==> src/rtl/vga_pkg.sv <==
// vga_pkg: shared 800x600@60 timing constants, frame-buffer geometry and scan types
package vga_pkg;
  typedef logic [10:0] hcnt_t;
  typedef logic [9:0] vcnt_t;
  typedef logic [17:0] baddr_t;
  typedef struct packed {
    logic fs;
    logic vs;
    logic hs;
    logic odd;
    logic win;
    logic act;
  } vflags_t;
  localparam hcnt_t H_ACTIVE = 11'd800;
  localparam hcnt_t H_FP = 11'd40;
  localparam hcnt_t H_SYNC = 11'd128;
  localparam hcnt_t H_BP = 11'd88;
  localparam hcnt_t H_TOTAL = H_ACTIVE + H_FP + H_SYNC + H_BP;
  localparam vcnt_t V_ACTIVE = 10'd600;
  localparam vcnt_t V_FP = 10'd1;
  localparam vcnt_t V_SYNC = 10'd4;
  localparam vcnt_t V_BP = 10'd23;
  localparam vcnt_t V_TOTAL = V_ACTIVE + V_FP + V_SYNC + V_BP;
  localparam baddr_t BUF_W = 18'd800;
  localparam vcnt_t BUF_H = 10'd240;
  localparam vcnt_t V_OFFSET = 10'd60;
  localparam int RD_LAT = 2;
  localparam logic [3:0] FG_LEVEL = 4'hF;
endpackage

==> src/rtl/vga_timing.sv <==
// vga_timing: pixel/line counters with raw active, sync, buffer-window and line-parity flags
module vga_timing
  import vga_pkg::*;
#(
  parameter hcnt_t H_ACTIVE = vga_pkg::H_ACTIVE,
  parameter hcnt_t H_FP = vga_pkg::H_FP,
  parameter hcnt_t H_SYNC = vga_pkg::H_SYNC,
  parameter hcnt_t H_BP = vga_pkg::H_BP,
  parameter vcnt_t V_ACTIVE = vga_pkg::V_ACTIVE,
  parameter vcnt_t V_FP = vga_pkg::V_FP,
  parameter vcnt_t V_SYNC = vga_pkg::V_SYNC,
  parameter vcnt_t V_BP = vga_pkg::V_BP,
  parameter vcnt_t BUF_H = vga_pkg::BUF_H,
  parameter vcnt_t V_OFFSET = vga_pkg::V_OFFSET
) (
  input logic pixclk,
  input logic reset,
  output hcnt_t hcount,
  output logic h_end,
  output vflags_t flags
);
  localparam hcnt_t HT = H_ACTIVE + H_FP + H_SYNC + H_BP;
  localparam vcnt_t VT = V_ACTIVE + V_FP + V_SYNC + V_BP;
  localparam hcnt_t HS0 = H_ACTIVE + H_FP;
  localparam vcnt_t VS0 = V_ACTIVE + V_FP;
  localparam vcnt_t WIN_END = V_OFFSET + BUF_H + BUF_H;
  vcnt_t vcount;
  assign h_end = hcount == HT - hcnt_t'(1);
  always_ff @(posedge pixclk or posedge reset)
    if (reset) begin
      hcount <= '0;
      vcount <= '0;
    end else begin
      hcount <= h_end ? '0 : hcount + hcnt_t'(1);
      if (h_end) vcount <= (vcount == VT - vcnt_t'(1)) ? '0 : vcount + vcnt_t'(1);
    end
  // parity of (vcount - V_OFFSET) selects the first or second repeat of a buffer line
  always_comb begin
    flags.act = hcount < H_ACTIVE && vcount < V_ACTIVE;
    flags.hs = hcount >= HS0 && hcount < HS0 + H_SYNC;
    flags.vs = vcount >= VS0 && vcount < VS0 + V_SYNC;
    flags.win = vcount >= V_OFFSET && vcount < WIN_END;
    flags.odd = vcount[0] ^ V_OFFSET[0];
    flags.fs = hcount == '0 && vcount == '0;
  end
endmodule

==> src/rtl/vga_scanout.sv <==
// vga_scanout: reads the m4_input frame buffer and drives 800x600@60 VGA, each buffer line shown twice
// SCANLINES_EN: the second repeat of every buffer line is shown at half intensity
module vga_scanout
  import vga_pkg::*;
#(
  parameter hcnt_t H_ACTIVE = vga_pkg::H_ACTIVE,
  parameter hcnt_t H_FP = vga_pkg::H_FP,
  parameter hcnt_t H_SYNC = vga_pkg::H_SYNC,
  parameter hcnt_t H_BP = vga_pkg::H_BP,
  parameter vcnt_t V_ACTIVE = vga_pkg::V_ACTIVE,
  parameter vcnt_t V_FP = vga_pkg::V_FP,
  parameter vcnt_t V_SYNC = vga_pkg::V_SYNC,
  parameter vcnt_t V_BP = vga_pkg::V_BP,
  parameter baddr_t BUF_W = vga_pkg::BUF_W,
  parameter vcnt_t BUF_H = vga_pkg::BUF_H,
  parameter vcnt_t V_OFFSET = vga_pkg::V_OFFSET,
  parameter int RD_LAT = vga_pkg::RD_LAT,
  parameter logic [3:0] FG_LEVEL = vga_pkg::FG_LEVEL
) (
  input logic pixclk,
  input logic reset,
  output baddr_t raddr,
  output logic rden,
  input logic rdata,
  output logic hsync,
  output logic vsync,
  output logic [3:0] red,
  output logic [3:0] green,
  output logic [3:0] blue,
  output logic frame_start
);
`ifdef SCANLINES_EN
  localparam logic SCAN = 1'b1;
`else
  localparam logic SCAN = 1'b0;
`endif
  hcnt_t hcount;
  logic h_end;
  vflags_t cur, o;
  baddr_t line_base, raddr_q;
  logic [3:0] lvl;
  vflags_t pipe [RD_LAT];
  vga_timing #(
    .H_ACTIVE(H_ACTIVE), .H_FP(H_FP), .H_SYNC(H_SYNC), .H_BP(H_BP),
    .V_ACTIVE(V_ACTIVE), .V_FP(V_FP), .V_SYNC(V_SYNC), .V_BP(V_BP),
    .BUF_H(BUF_H), .V_OFFSET(V_OFFSET)
  ) u_timing (
    .pixclk(pixclk),
    .reset(reset),
    .hcount(hcount),
    .h_end(h_end),
    .flags(cur)
  );
  assign rden = cur.act && cur.win;
  assign raddr = rden ? line_base + baddr_t'(hcount) : raddr_q;
  // base is zero outside the window and steps one buffer line after each second repeat
  always_ff @(posedge pixclk or posedge reset)
    if (reset) begin
      line_base <= '0;
      raddr_q <= '0;
    end else begin
      raddr_q <= raddr;
      line_base <= !cur.win ? '0 : (h_end && cur.odd) ? line_base + BUF_W : line_base;
    end
  always_ff @(posedge pixclk or posedge reset)
    if (reset) begin
      for (int i = 0; i < RD_LAT; i++) pipe[i] <= '0;
    end else begin
      pipe[0] <= cur;
      for (int i = 1; i < RD_LAT; i++) pipe[i] <= pipe[i-1];
    end
  assign o = pipe[RD_LAT-1];
  assign lvl = (SCAN && o.odd) ? FG_LEVEL >> 1 : FG_LEVEL;
  assign {red, green, blue} = {3{(o.act && o.win && rdata) ? lvl : 4'h0}};
  assign hsync = o.hs;
  assign vsync = o.vs;
  assign frame_start = o.fs;
endmodule
==> config.mk <==
export PLATFORM = sky130hd
export DESIGN_NAME = vga_scanout
export DESIGN_NICKNAME = d
export VERILOG_FILES = /design/src/rtl/vga_pkg.sv /design/src/rtl/vga_timing.sv /design/src/rtl/vga_scanout.sv
export SDC_FILE = /design/constraint.sdc
export NUM_CORES = 1
export LEC_CHECK = 0
export BUFFER_PORTS_ARGS = -buffer_cell sky130_fd_sc_hd__buf_2
export CORE_ASPECT_RATIO = 0.75
export CORE_UTILIZATION = 25
export CTS_CLUSTER_DIAMETER = 80
export DETAILED_ROUTE_END_ITERATION = 7
export GPL_TIMING_DRIVEN = 0
export MAX_ROUTING_LAYER = met4
export PLACE_DENSITY_LB_ADDON = 0.1
export SLEW_MARGIN = 40
export SYNTH_ARGS = -nofsm -noshare
export SYNTH_HDL_FRONTEND = slang
export SYNTH_HIERARCHICAL = 1
export SYNTH_SLANG_ARGS = --single-unit
==> constraint.sdc <==
create_clock -name pixclk -period 4.32 [get_ports pixclk]
set_input_delay 0.432 -clock pixclk [delete_from_list [all_inputs] [get_ports pixclk]]
set_output_delay 0.432 -clock pixclk [all_outputs]
set_load 0.05 [all_outputs]
==> impl_metrics.toml <==
[grt]
grt_first_pass_wirelength_um = 12400
first_global_vias = 2238
grt_use_total_pct = 12.9
grt.overflow.total = 0
antenna_found_initial = 0
grt_start_max_net_pins = 40

[logic_synthesis]
synth.cell_area_um2 = 3160
synth_seq_area_share_pct = 49.1
ys_types = 48
syn_avg_cell_area_um2 = 10.4
synth_top_flop_cell = "dfrtp_1"
synthesis.nets = 320
yosysTopAreaCell = "dfrtp_1"
post_synth_main_area_contributors = "dfrtp_1 (49%), ha_1 (4.7%), xor2_1 (4.7%)"
ys_async_rst_share_pct = 100
postSynthCellCount = 305
synth_enable_flop_cells = 0
ys_seq_elements = 62
synthDominantCellAreaShare_pct = 49.1
ys_top_cells_by_count = "dfrtp_1 (62), nand2_1 (28), o21ai_0 (24)"
yosysMostFrequentCell = "dfrtp_1"
synthesis.yosys.warnings = 6

[power]
ir_worst_vdd_uv = 174
cellPowerDensity_nw_per_um2 = 357
p_leak_nw = 1.91

[worst_setup_path]
worst_setup_path_start_kind = "flop"
worstRegToRegCells = 8
critPathMaxFanout = 10
timing.rr.end = "line_base[15]$_DFFE_PP0N_"
setup.reg_to_reg.worst_slack_ns = 1.44
setup.worst_path.end_class = "primary output"
worst-endpoint-required_ns = 3.89
regToRegStartpoint = "u_timing/hcount[6]$_DFF_PP0_"
timing.setup.critical_path_class = "flop to primary output"
crit_arrival_ns = 3.28

[detailed_routing]
postRouteWirelength_um = 7290
post-route-drc-count = 0
avgViaCountPerCell = 4.40
dr_total_vias = 2310
drtAntennaViolNets = 0
drt_iter0_markers = 96
firstDrtPassIters = 4
per_cell_routed_wire_length_um = 13.9

[placed_design]
gp_routability_congestion = 0.844
placement.setup.worst_slack_ns = 0.938
placed_wire_length_estimate_after_detailed_placement_um = 5210
port_buffers = 36

[sta]
max_clock_freq_ghz = 0.270
tns_ns = 0
worst_slew_margin_rel_pct = 55.2
grt_setup_unrepaired = "false"
finalHoldViolations = 0
worst-slew-pin-transition_ns = 0.667
post_layout_worst_setup_margin_ns = 0.612
setup_viol = 0
period_minus_slack_ns = 3.71
finalCritPeriodShare_pct = 85.8
final_slew_viol_count = 0
finClkSkew_ns = 0.00874

[clocking]
clk_pin_slew_ns = 0.05
cts_htree_levels = 3
cts-resized-gates = 0
ctsRootBufferMaster = "clkbuf_16"
clk_latency_ns = 0.33
ctsLongestPathBuffers = 2
cts_buffers = 9
cts_sinks = 62
clock_tree_from_tritoncts = "yes"

[min_path]
cell_depth_of_the_worst_min_delay_path = 0
hold_path.class = "flop to flop"
holdCritStartpoint = "pipe[7]$_DFF_PP0_"
hold_end = "o[1]$_DFF_PP0_"

[floorplanning]
fp.dieH_um = 99.4
initial_utilization_pct = 25.7
die-area_um2 = 13100
area_of_the_core_um2 = 12300
rows = 35
number_of_ports_placed_on_the_die_boundary = 37
die_x_um = 132

[run_status]
status = "completed"

[final_layout]
antennaDiodeCount = 0
syn2layout_area_growth_pct = 23.9
layout.nets = 369
layout-drive-gt1-share_pct = 24.0

[flow_run]
maxCapViolations = 0
registers in the layout, indices dropped and copies added, names as in the netlist:
| signal | cells |
|---|---|
| frame_start | 1 |
| hsync | 1 |
| line_base | 13 |
| o | 2 |
| pipe | 5 |
| raddr_q | 18 |
| u_timing/hcount | 11 |
| u_timing/vcount | 10 |
| vsync | 1 |
cell families after synthesis:
kind of cell | count (synthesis) | synth area share, %
compound gates | 59 | 11.8
xor+xnor | 31 | 8.58
simple gates | 99 | 17.2
mux | 8 | 2.81
buf+inv | 34 | 5.85
flops | 62 | 49.1
fa+ha+maj | 12 | 4.75
what timing repair did:
| action | in CTS | in global routing |
|---|---|---|
| hold endpoints to repair | 2 | 0 |
| buffers inserted | 0 | 0 |
| hold buffers | 1 | 0 |
layout make-up:
cell class                 instances  area, um^2
fill                            1283        8390
timing repair buffer              38         210
clock buffer                      13         270
clock inverter                     3        65.1
multi-input combinational        209        1430
tap                              166         208
inverter                          10        40.0
sequential                        62        1550
buffer                            24         148
worst max-delay path: stages, from the launching register on:
cell,delay [ns]
dfrtp_1,0.35
clkbuf_1,0.21
and3_1,0.27
a2111oi_0,0.41
o21ai_1,0.31
nand2_1,0.16
buf_2,0.28
clkbuf_1,0.41
nand2_1,0.11
o31ai_1,0.11
buf_2,0.33
report_power, final:
group / internal [mW] / total (mW) / switching [mW]
Sequential: 0.581 / 0.581 / 0
Combinational: 0.00342 / 0.0162 / 0.0128
Clock: 0.551 / 0.802 / 0.251
how the worst max path moves through the flow:
stage | start | end | slack, ns | depth (start not counted)
finish | u_timing/vcount[2]$_DFFE_PP0P_ | raddr[8] | 0.61 | 10
global placement | u_timing/vcount[2]$_DFFE_PP0P_ | raddr[8] | 0.79 | 10
CTS | u_timing/vcount[2]$_DFFE_PP0P_ | raddr[8] | 0.58 | 10
detailed placement | u_timing/vcount[2]$_DFFE_PP0P_ | raddr[8] | 0.94 | 10
global route | u_timing/vcount[2]$_DFFE_PP0P_ | raddr[7] | 0.25 | 10
floorplan | u_timing/vcount[2]$_DFFE_PP0P_ | raddr[11] | 0.93 | 10
routing by layer:
metal / share of wire, % / wire length (um) / global-route usage (%) / vias to the layer above
met5: 0 / 0 / - / -
met4: 1.5 / 108 / 4.56 / 0
met3: 6.4 / 469 / 4.28 / 9
met2: 35 / 2520 / 15.0 / 69
met1: 57 / 4190 / 19.6 / 1068
li1: - / - / - / 1164
per-stage QoR:
stage / instance area [um^2] / cells / util (%) / hold slack, ns / total power [mW]
3_3_place_gp: 3550 / 507 / 28.9 / 0.336 / 0.606
2_1_floorplan: 3160 / 305 / - / 0.331 / 0.600
4_1_cts: 3920 / 525 / 31.8 / 0.347 / 1.43
5_1_grt: 3920 / 525 / 31.8 / 0.364 / 1.46
6_report: 3920 / 525 / 31.8 / 0.345 / 1.40
3_5_place_dp: 3570 / 508 / 29.0 / 0.317 / 0.609
placed cells by master, fill, tap and decap left out, drive strengths merged, types with 5 or more instances in the layout:
cell     n
dfrtp   62
nand2   29
nor3     8
a31oi    5
a21oi    6
buf     54
ha      12
xor2    17
a211oi   5
mux2     7
inv     10
clkbuf  20
and2     9
o21ai   26
nand3   13
nor2    11
xnor2   14
nand4    7
Note: power is estimated with default switching activity, not from simulation.
